**src/rtl/sprite_oam_dma_if.sv**
```systemverilog
// AHB-Lite bus bundle for the sprite OAM DMA path.
// The master drives address and control; the slave returns ready, data and response.
interface sprite_oam_dma_if;
  logic [31:0] HADDR;
  logic [1:0]  HTRANS;
  logic [2:0]  HSIZE;
  logic [2:0]  HBURST;
  logic [3:0]  HPROT;
  logic        HWRITE;
  logic [31:0] HWDATA;
  logic        HREADY;
  logic [31:0] HRDATA;
  logic        HRESP;

  modport master (
    output HADDR, HTRANS, HSIZE, HBURST,
    output HPROT, HWRITE, HWDATA,
    input  HREADY, HRDATA, HRESP
  );

  modport slave (
    input  HADDR, HTRANS, HSIZE, HBURST,
    input  HPROT, HWRITE, HWDATA,
    output HREADY, HRDATA, HRESP
  );
endinterface

```
**src/rtl/sprite_oam_dma.sv**
```systemverilog
// AHB-Lite read DMA that refills the sprite RAM from a table in system memory.
// Address and data phases are pipelined; an ERROR response aborts the copy.
module sprite_oam_dma #(
  parameter int ADDR_WIDTH = 6
) (
  input  logic                  HCLK,
  input  logic                  HRESETn,
  input  logic                  start,
  input  logic [31:0]           src_base,
  output logic                  busy,
  output logic                  done,
  output logic                  err,
  output logic [ADDR_WIDTH-1:0] BRAM_WRADDR,
  output logic [31:0]           BRAM_WDATA,
  output logic [3:0]            BRAM_WRITE,
  sprite_oam_dma_if.master      bus
);

  localparam logic [1:0] T_IDLE   = 2'b00;
  localparam logic [1:0] T_NONSEQ = 2'b10;
  localparam logic [1:0] T_SEQ    = 2'b11;

  localparam logic [ADDR_WIDTH-1:0] LAST = '1;
  localparam logic [ADDR_WIDTH-1:0] ONE  =
    {{(ADDR_WIDTH-1){1'b0}}, 1'b1};

  typedef enum logic [2:0] {
    S_IDLE, S_ADDR, S_STREAM, S_DRAIN, S_DONE, S_ERR
  } state_t;

  state_t                state;
  logic [31:0]           haddr;
  logic [1:0]            htrans;
  logic [ADDR_WIDTH-1:0] abeat;
  logic [ADDR_WIDTH-1:0] dbeat;
  logic                  dvalid;
  logic [31:0]           next_addr;
  logic                  unused_ok;

  assign next_addr  = haddr + 32'd4;
  assign unused_ok  = ^src_base[1:0];

  assign bus.HADDR  = haddr;
  assign bus.HTRANS = htrans;
  assign bus.HSIZE  = 3'b010;
  assign bus.HBURST = 3'b001;
  assign bus.HPROT  = 4'b0011;
  assign bus.HWRITE = 1'b0;
  assign bus.HWDATA = 32'd0;

  always_ff @(posedge HCLK or negedge HRESETn) begin
    if (!HRESETn) begin
      state       <= S_IDLE;
      haddr       <= '0;
      htrans      <= T_IDLE;
      abeat       <= '0;
      dbeat       <= '0;
      dvalid      <= 1'b0;
      busy        <= 1'b0;
      done        <= 1'b0;
      err         <= 1'b0;
      BRAM_WRADDR <= '0;
      BRAM_WDATA  <= '0;
      BRAM_WRITE  <= '0;
    end else begin
      BRAM_WRITE <= '0;
      done       <= 1'b0;
      unique case (state)
        S_IDLE: begin
          if (start) begin
            haddr  <= {src_base[31:2], 2'b00};
            htrans <= T_NONSEQ;
            abeat  <= '0;
            dbeat  <= '0;
            dvalid <= 1'b0;
            err    <= 1'b0;
            busy   <= 1'b1;
            state  <= S_ADDR;
          end
        end
        S_ADDR, S_STREAM, S_DRAIN: begin
          // First cycle of a two-cycle ERROR: cancel the pending address
          if (dvalid && bus.HRESP && !bus.HREADY) begin
            htrans <= T_IDLE;
            err    <= 1'b1;
            dvalid <= 1'b0;
            state  <= S_ERR;
          end else if (bus.HREADY) begin
            if (dvalid && !bus.HRESP) begin
              BRAM_WRITE  <= 4'hF;
              BRAM_WRADDR <= dbeat;
              BRAM_WDATA  <= bus.HRDATA;
            end
            if (htrans != T_IDLE) begin
              dvalid <= 1'b1;
              dbeat  <= abeat;
              if (abeat == LAST) begin
                htrans <= T_IDLE;
                state  <= S_DRAIN;
              end else begin
                abeat  <= abeat + ONE;
                haddr  <= next_addr;
                // INCR bursts restart at each 1KB boundary
                htrans <= (next_addr[9:0] == 10'd0) ?
                          T_NONSEQ : T_SEQ;
                state  <= S_STREAM;
              end
            end else begin
              dvalid <= 1'b0;
              busy   <= 1'b0;
              done   <= 1'b1;
              state  <= S_DONE;
            end
          end
        end
        S_ERR: begin
          if (bus.HREADY) begin
            busy  <= 1'b0;
            done  <= 1'b1;
            state <= S_DONE;
          end
        end
        S_DONE: begin
          state <= S_IDLE;
        end
        default: begin
          state <= S_IDLE;
        end
      endcase
    end
  end

endmodule

```
**src/flat_wrapper.sv**
```systemverilog
// flat-port wrapper written by rule: the top's interface ports become plain ports
module sprite_oam_dma_flat 
#(
  parameter int ADDR_WIDTH = 6
)
  (HCLK, HRESETn, start, src_base, busy, done, err, BRAM_WRADDR, BRAM_WDATA, BRAM_WRITE, bus_HADDR, bus_HTRANS, bus_HSIZE, bus_HBURST, bus_HPROT, bus_HWRITE, bus_HWDATA, bus_HREADY, bus_HRDATA, bus_HRESP);
  sprite_oam_dma_if bus_i ();
  input  logic HCLK;
  input  logic HRESETn;
  input  logic start;
  input  logic [31:0] src_base;
  output logic busy;
  output logic done;
  output logic err;
  output logic [ADDR_WIDTH-1:0] BRAM_WRADDR;
  output logic [31:0] BRAM_WDATA;
  output logic [3:0] BRAM_WRITE;
  output wire logic [$bits(bus_i.HADDR)-1:0] bus_HADDR;
  output wire logic [$bits(bus_i.HTRANS)-1:0] bus_HTRANS;
  output wire logic [$bits(bus_i.HSIZE)-1:0] bus_HSIZE;
  output wire logic [$bits(bus_i.HBURST)-1:0] bus_HBURST;
  output wire logic [$bits(bus_i.HPROT)-1:0] bus_HPROT;
  output wire logic [$bits(bus_i.HWRITE)-1:0] bus_HWRITE;
  output wire logic [$bits(bus_i.HWDATA)-1:0] bus_HWDATA;
  input wire logic [$bits(bus_i.HREADY)-1:0] bus_HREADY;
  input wire logic [$bits(bus_i.HRDATA)-1:0] bus_HRDATA;
  input wire logic [$bits(bus_i.HRESP)-1:0] bus_HRESP;
  assign bus_HADDR = bus_i.HADDR;
  assign bus_HTRANS = bus_i.HTRANS;
  assign bus_HSIZE = bus_i.HSIZE;
  assign bus_HBURST = bus_i.HBURST;
  assign bus_HPROT = bus_i.HPROT;
  assign bus_HWRITE = bus_i.HWRITE;
  assign bus_HWDATA = bus_i.HWDATA;
  assign bus_i.HREADY = bus_HREADY;
  assign bus_i.HRDATA = bus_HRDATA;
  assign bus_i.HRESP = bus_HRESP;
  sprite_oam_dma #(.ADDR_WIDTH(ADDR_WIDTH)) u_core (.HCLK(HCLK), .HRESETn(HRESETn), .start(start), .src_base(src_base), .busy(busy), .done(done), .err(err), .BRAM_WRADDR(BRAM_WRADDR), .BRAM_WDATA(BRAM_WDATA), .BRAM_WRITE(BRAM_WRITE), .bus(bus_i));
endmodule
```
**config.mk**
```make
export PLATFORM = sky130hd
export DESIGN_NAME = sprite_oam_dma_flat
export DESIGN_NICKNAME = d
export VERILOG_FILES = /design/src/rtl/sprite_oam_dma_if.sv /design/src/rtl/sprite_oam_dma.sv /design/src/flat_wrapper.sv
export SDC_FILE = /design/constraint.sdc
export NUM_CORES = 1
export LEC_CHECK = 0
export ABC_AREA = 1
export CAP_MARGIN = 10
export CORE_MARGIN = 10
export CORE_UTILIZATION = 41
export CTS_BUF_LIST = sky130_fd_sc_hd__clkbuf_16
export DETAILED_ROUTE_END_ITERATION = 8
export PLACE_DENSITY = 0.83
export SYNTH_ARGS = -nofsm -noshare
export SYNTH_HDL_FRONTEND = slang
export SYNTH_SLANG_ARGS = --single-unit
```
**constraint.sdc**
```tcl
create_clock -name HCLK -period 1.41 [get_ports HCLK]
set_input_delay 0.282 -clock HCLK [delete_from_list [all_inputs] [get_ports HCLK]]
set_output_delay 0.282 -clock HCLK [all_outputs]
set_load 0.03 [all_outputs]
```
==> results of run 1 <==
==> power breakdown <==
| part | switching, mW | leakage [nW] | total, mW | internal, mW |
|---|---|---|---|---|
| Combinational | 7.89 | 2.97 | 13.5 | 5.64 |
| Sequential | 1.18 | 1.12 | 4.97 | 3.80 |
| Clock | 1.02 | 0.145 | 2.38 | 1.35 |
==> state kept, by name, summed over array words and instances (netlist names), 2 cells and up <==
signal,count
u_core.BRAM_WDATA,32
u_core.bus.HADDR,30
u_core.BRAM_WRADDR,6
u_core.abeat,6
u_core.dbeat,6
u_core.state,3
u_core.bus.HTRANS,2
==> area by class of cell <==
class                      instances  area share (%)
timing repair buffer             250            28.5
sequential                        90            27.0
multi-input combinational        593            36.2
tap                              172            2.55
inverter                          48            2.29
clock buffer                       9            2.67
clock inverter                     7           0.742
==> routing by layer <==
layer | wire length (um) | share of wire (%) | vias to the layer above
li1 | - | - | 2729
met1 | 7050 | 37 | 2607
met4 | 483 | 2.6 | 0
met3 | 1700 | 9.0 | 32
met2 | 9630 | 51 | 213
met5 | 0 | 0 | -
==> worst reg2reg max path: cells and delay by family, from the launching register on <==
family,cells,cell delay [ns]
buffers and inverters,3,0.52
AND/OR/NAND/NOR,5,0.58
flip-flops,1,0.43
==> cell families after synthesis <==
logic type	Yosys count	share of synthesized area [%]
other cells	2	0.144
flops	90	43.1
xor+xnor	8	1.34
fa+ha+maj	2	0.478
compound gates	36	3.71
buf+inv	116	12.6
simple gates	501	38.7
==> worst min path at each step <==
stage / startpoint / to / cells after the start
after detailed placement: HRESETn / u_core.BRAM_WDATA[17] / 1
after global routing: HRESETn / u_core.BRAM_WDATA[28] / 2
final: HRESETn / u_core.BRAM_WDATA[15] / 2
after floorplan: HRESETn / u_core.BRAM_WDATA[0] / 0
after global placement: HRESETn / u_core.BRAM_WDATA[7] / 1
after CTS: HRESETn / u_core.BRAM_WDATA[15] / 2
==> cells in the final DEF, fill, tap and decap left out, drive strengths merged, types with 7 or more instances in the layout <==
cell,count
nand4,7
clkdlybuf4s15,17
o21ai,25
clkbuf,39
conb,45
nand3,54
buf,133
nand2,344
nor2,93
dfrtp,90
inv,50
clkdlybuf4s50,65
==> timing repair <==
action	in CTS	in global routing
pin swaps	9	44
buffers inserted	8	11
endpoints found under the hold margin	27	0
endpoints found under the setup margin	134	125
cloned	3	7
resized for setup	103	220
hold buffers	1	0
==> metrics, run 1 <==
CP bufs+invs 3; final net count 1063; IO Port Bufs 143; cell taking the most area after synthesis dfrtp_1; htree depth 3; fin. max-slew vios 0; crit start category flop; die width 133 um; routed vias 5581; final WL 18900 um; CTS clk-pin slew, worst paths 0.06 ns; design area about 0.0084 sq mm; Worst R2R Path Depth 8; DP Area 0.00731 sq mm; Rows 41; GR Util met3 6.28%; fmax 0.629 GHz; register area share after synthesis 43.1%; largest net degree at the start of global routing 37; final setup fails 82; first-pass GRT wire length 27000 um; Starting Density 41.6%; Initial DRC Count 352; die height 133 um; final hold violation count 0; total power 20.9 mW; r2r setup slk -0.18 ns; multi-input logic area 0.00305 sq mm; CP top delay family simple AND/OR/NAND/NOR gates; met1 Resource Use GR about a fifth; reg2reg start u_core.state[0]; Levels on crit path 8; Place WS -0.375 ns; worst hold slack 0.436 ns; synthesized flop and latch total 90; initial antenna violation count 0; Post-Route Utilization 67.1%; Critical Path End u_core.BRAM_WDATA[0]; total congestion overflow 0; synthesized area 0.00523 sq mm; clock buffer depth 2; syn avg cell area 6.93 sq um; Register Area 0.00227 sq mm; CP arrival approximately 1.9 ns; Ant. Diodes 0; peak supply drop 1540 uV; yosys warns 0; RD Place Congestion 0.980; CORE AREA roughly 0.013 sq mm; Post-synth EDFFs 0; max cap viols 0; CP cell instances nor2_4 > nor2_4 > buf_6 > nand4_1 > inv_2 > buf_12 > nand2_1 > nand2_1; CTS sink cnt 90; GRT Overall Usage between 10% and 20%; ys async rst share 100%; top-level port count 191; synth cell count leaders nand2_1, dfrtp_1, nor2_1; worst r2r dst u_core.BRAM_WDATA[0]; Cells after Synth 755; vias in the first global route 5500; routed len/inst 16.1 um; fillers between 900 and 1000; CTS tree done; TritonCTS buffer count 9; Clock Tree Root clkbuf_16; Leak Pwr 4.24 nW; crit share post-route 113%; fraction of final layout cells with drive strength greater than 1 33.0%; crit-path max FO 11; Critical path origin u_core.state[0]; crit path time final 1.59 ns; cell total after placement 1126; Non-Filler Instances 1169; die area 0.0177 sq mm; post-synthesis cell type count 31; Worst setup EP type flop; Synth Flop Type dfrtp_1; worst-case clock skew between 0.01 and 0.015 ns; Vias/cell 4.77; Pwr Density 2480 mW/mm^2; Worst Hold Class in2async; gr busiest metal met2; kind of critical path reg2reg; Setup Total Neg Slack -8.21 ns; unrepaired setup endpoints after global routing true; status finished with violations; post-DP HPWL around 13000 um; violated checks setup timing; CP peak stage delay roughly 0.43 ns; setup slack after layout -0.180 ns; most frequent cell after synthesis nand2_1; met2 Use GR between 30% and 40%; critical path's slowest cell dfrtp_1; synthesis-to-layout area growth 61.2%; Clock Latency Late Sink ~0.35 ns; CP required 1.69 ns; # DRC 0; Synth area leaders dfrtp_1, nand2_1, buf_4, nor2_1, nand3_1; top-area cell type share of the netlist area 43.1%; first drt pass iteration count 5; Antenna Nets Post-Route 0
No activity file was read; power rests on OpenSTA's default activity.
==> run 2: changes to the inputs <==
- CORE_UTILIZATION: 41 -> 49
- MAX_ROUTING_LAYER: unset -> met4
- PLACE_DENSITY: 0.83 -> 0.92
- clock period: 1.41 -> 2 ns (I/O delays scaled with it)
==> run 2 against run 1 <==
  * The run now ends clean
  * Power shrank 42%
  * Via count is 8.2% lower
  * Critical endpoint is now bus_HADDR[19]
  * Sequential cell count stayed put
  * Register-to-register slack improved by 0.41 ns
  * Final cell count shrank 11%
  * Critical path type is now reg2out
  * Sequential power decreased by 31%
  * First-iteration DRC count rose by 6.8%
  * Worst hold slack better by 0.037 ns
==> metrics, run 2 (synthesis results as in run 1) <==
die width 123 um (-7.2%); final net count 977 (-8.1%); die height 123 um (-7.2%); CP top delay family buffers and inverters; fraction of final layout cells with drive strength greater than 1 5.16% (-28 points); largest net degree at the start of global routing 36 (-2.7%); Antenna Nets Post-Route 0 (unchanged); CP cell instances clkdlybuf4s50_1; fmax 0.511 GHz; initial antenna violation count 0 (unchanged); routed vias 5121 (-8.2%); worst-case clock skew 0.00925 ns (-0.000759 ns); fillers 896 (-9.1%); fin. max-slew vios 0 (unchanged); crit share post-route between 90% and 100%; Starting Density 50.4% (+8.8 points); Setup Total Neg Slack 0 ns (+8.21 ns); Biggest register u_core.BRAM_WDATA; crit-path max FO 6 (-5); reg2reg start u_core.bus.HADDR[2]; critical path's slowest cell clkdlybuf4s50_1; CP bufs+invs 1 (-2); CP arrival 1.56 ns (-0.31 ns); top-level port count 191 (unchanged); synthesis-to-layout area growth 34.6%; CORE AREA 0.0104 sq mm (-17%); Hold Crit Start u_core.dbeat[2]; r2r setup slk 0.23 ns (+0.41 ns); hold path cells 2; unrepaired setup endpoints after global routing false; CTS clk-pin slew, worst paths 0.06 ns (about the same); status finished, final reports clean; Clock Latency Late Sink 0.34 ns (about the same); RD Place Congestion 0.968 (-1.2%); CTS sink cnt 90 (unchanged); Ant. Diodes 0 (unchanged); max cap viols 0 (unchanged); die area 0.0152 sq mm (-14%); worst r2r dst u_core.bus.HADDR[26]; first drt pass iteration count 5 (unchanged); htree depth 3 (unchanged); total congestion overflow 0 (unchanged); Worst Hold Class reg2reg; most common cell after layout, fill and taps aside nand2_1; Clock Tree Root clkbuf_16; Initial DRC Count 376 (+6.8%); crit start category flop; Worst R2R Path Depth 10 (+2); kind of critical path reg2out; Vias/cell 4.90 (+2.5%); vias in the first global route 4909 (-11%); CP peak stage delay 0.73 ns (+0.30 ns); Worst setup EP type output port; setup slack after layout 0.0430 ns (+0.223 ns); Place WS 0.0145 ns (+0.390 ns); final WL 15100 um (-20%); CP required 1.60 ns (-0.09 ns); # DRC 0 (unchanged); Pwr Density 1730 mW/mm^2 (-30%); max reg flops 32 (unchanged); Min-Delay Endpoint u_core.BRAM_WRADDR[2]; peak supply drop 882 uV (-43%); clock buffer depth 2 (unchanged); Leak Pwr 3.47 nW (-18%); first-pass GRT wire length 23900 um (-12%); CTS tree done; post-DP HPWL 11800 um (-8.6%); Rows 37 (-9.8%); final setup fails 0 (-100%); crit path time final 1.96 ns; GRT Overall Usage 19.7% (+1.2 points); routed len/inst 14.4 um (-11%); most frequent cells in the layout nand2_1, clkdlybuf4s50_1, dfrtp_1; TritonCTS buffer count 9 (unchanged); IO Port Bufs 143 (unchanged); final hold violation count 0 (unchanged)
-- run 2: cell types whose count changed in the layout (fill, tap and decap cells not counted), sizes merged --
cell / delta
buf: -111
clkbuf: -30
clkdlybuf4s15: -17
clkdlybuf4s50: +75
clkinv: -2
clkinvlp: +1
dlygate4sd2: -4
dlymetal6s2s: +2
nor2: -1
-- run 2: layout make-up --
cell class	count	area (sq um)	area share (%)
multi-input cells	592	2480	35.3
flip-flops and latches	90	2250	32.0
repair buffers	165	1660	23.6
clock buffers	9	225	3.20
inverters	48	180	2.56
well taps	136	170	2.42
clock inverters	6	66.3	0.942
-- run 2: worst max-delay path by stage --
stage / from / endpoint / slack [ns] / depth (start not counted)
after global routing: u_core.bus.HADDR[24] / bus_HADDR[24] / 0.003 / 1
after global placement: bus_HRESP / u_core.bus.HADDR[25] / 0.05 / 9
after detailed placement: bus_HREADY / u_core.bus.HADDR[23] / 0.01 / 9
final: u_core.bus.HADDR[19] / bus_HADDR[19] / 0.04 / 1
after floorplan: u_core.bus.HADDR[2] / u_core.bus.HADDR[10] / 0.26 / 10
after CTS: u_core.bus.HADDR[19] / bus_HADDR[19] / 0.03 / 1
-- run 2: timing repair --
item / CTS / global route
setup buffers: 0 / 0
hold endpoints to repair: 25 / 0
gates resized for setup: 0 / 2
setup endpoints to repair: 0 / 2
hold buffers: 1 / 0
-- run 2: where the power goes --
group / total (mW) / switching (mW) / internal (mW)
Sequential: 3.44 / 0.802 / 2.64
Clock: 1.69 / 0.723 / 0.967
Combinational: 7.04 / 4.35 / 2.69
-- run 2: stage by stage --
stage | instances | utilization (%) | hold slack (ns) | area, sq um | total power, mW
final | 1046 | 67.9 | 0.473 | 7040 | 12.2
after global routing | 1046 | 67.9 | 0.490 | 7040 | 13.1
after CTS | 1046 | 67.8 | 0.481 | 7040 | 12.3
after detailed placement | 1030 | 64.9 | 0.332 | 6730 | 10.5
after global placement | 1030 | 64.9 | 0.335 | 6730 | 10.3
after floorplan | 798 | - | 0.104 | 5390 | 7.93
-- run 2: metal layers --
metal	up-vias	track usage (%)	part of all wire (%)
met5	-	-	0
met4	0	6.19	1.7
met3	18	3.83	8.9
met2	235	32.9	48
met1	2323	23.7	41
li1	2545	-	-
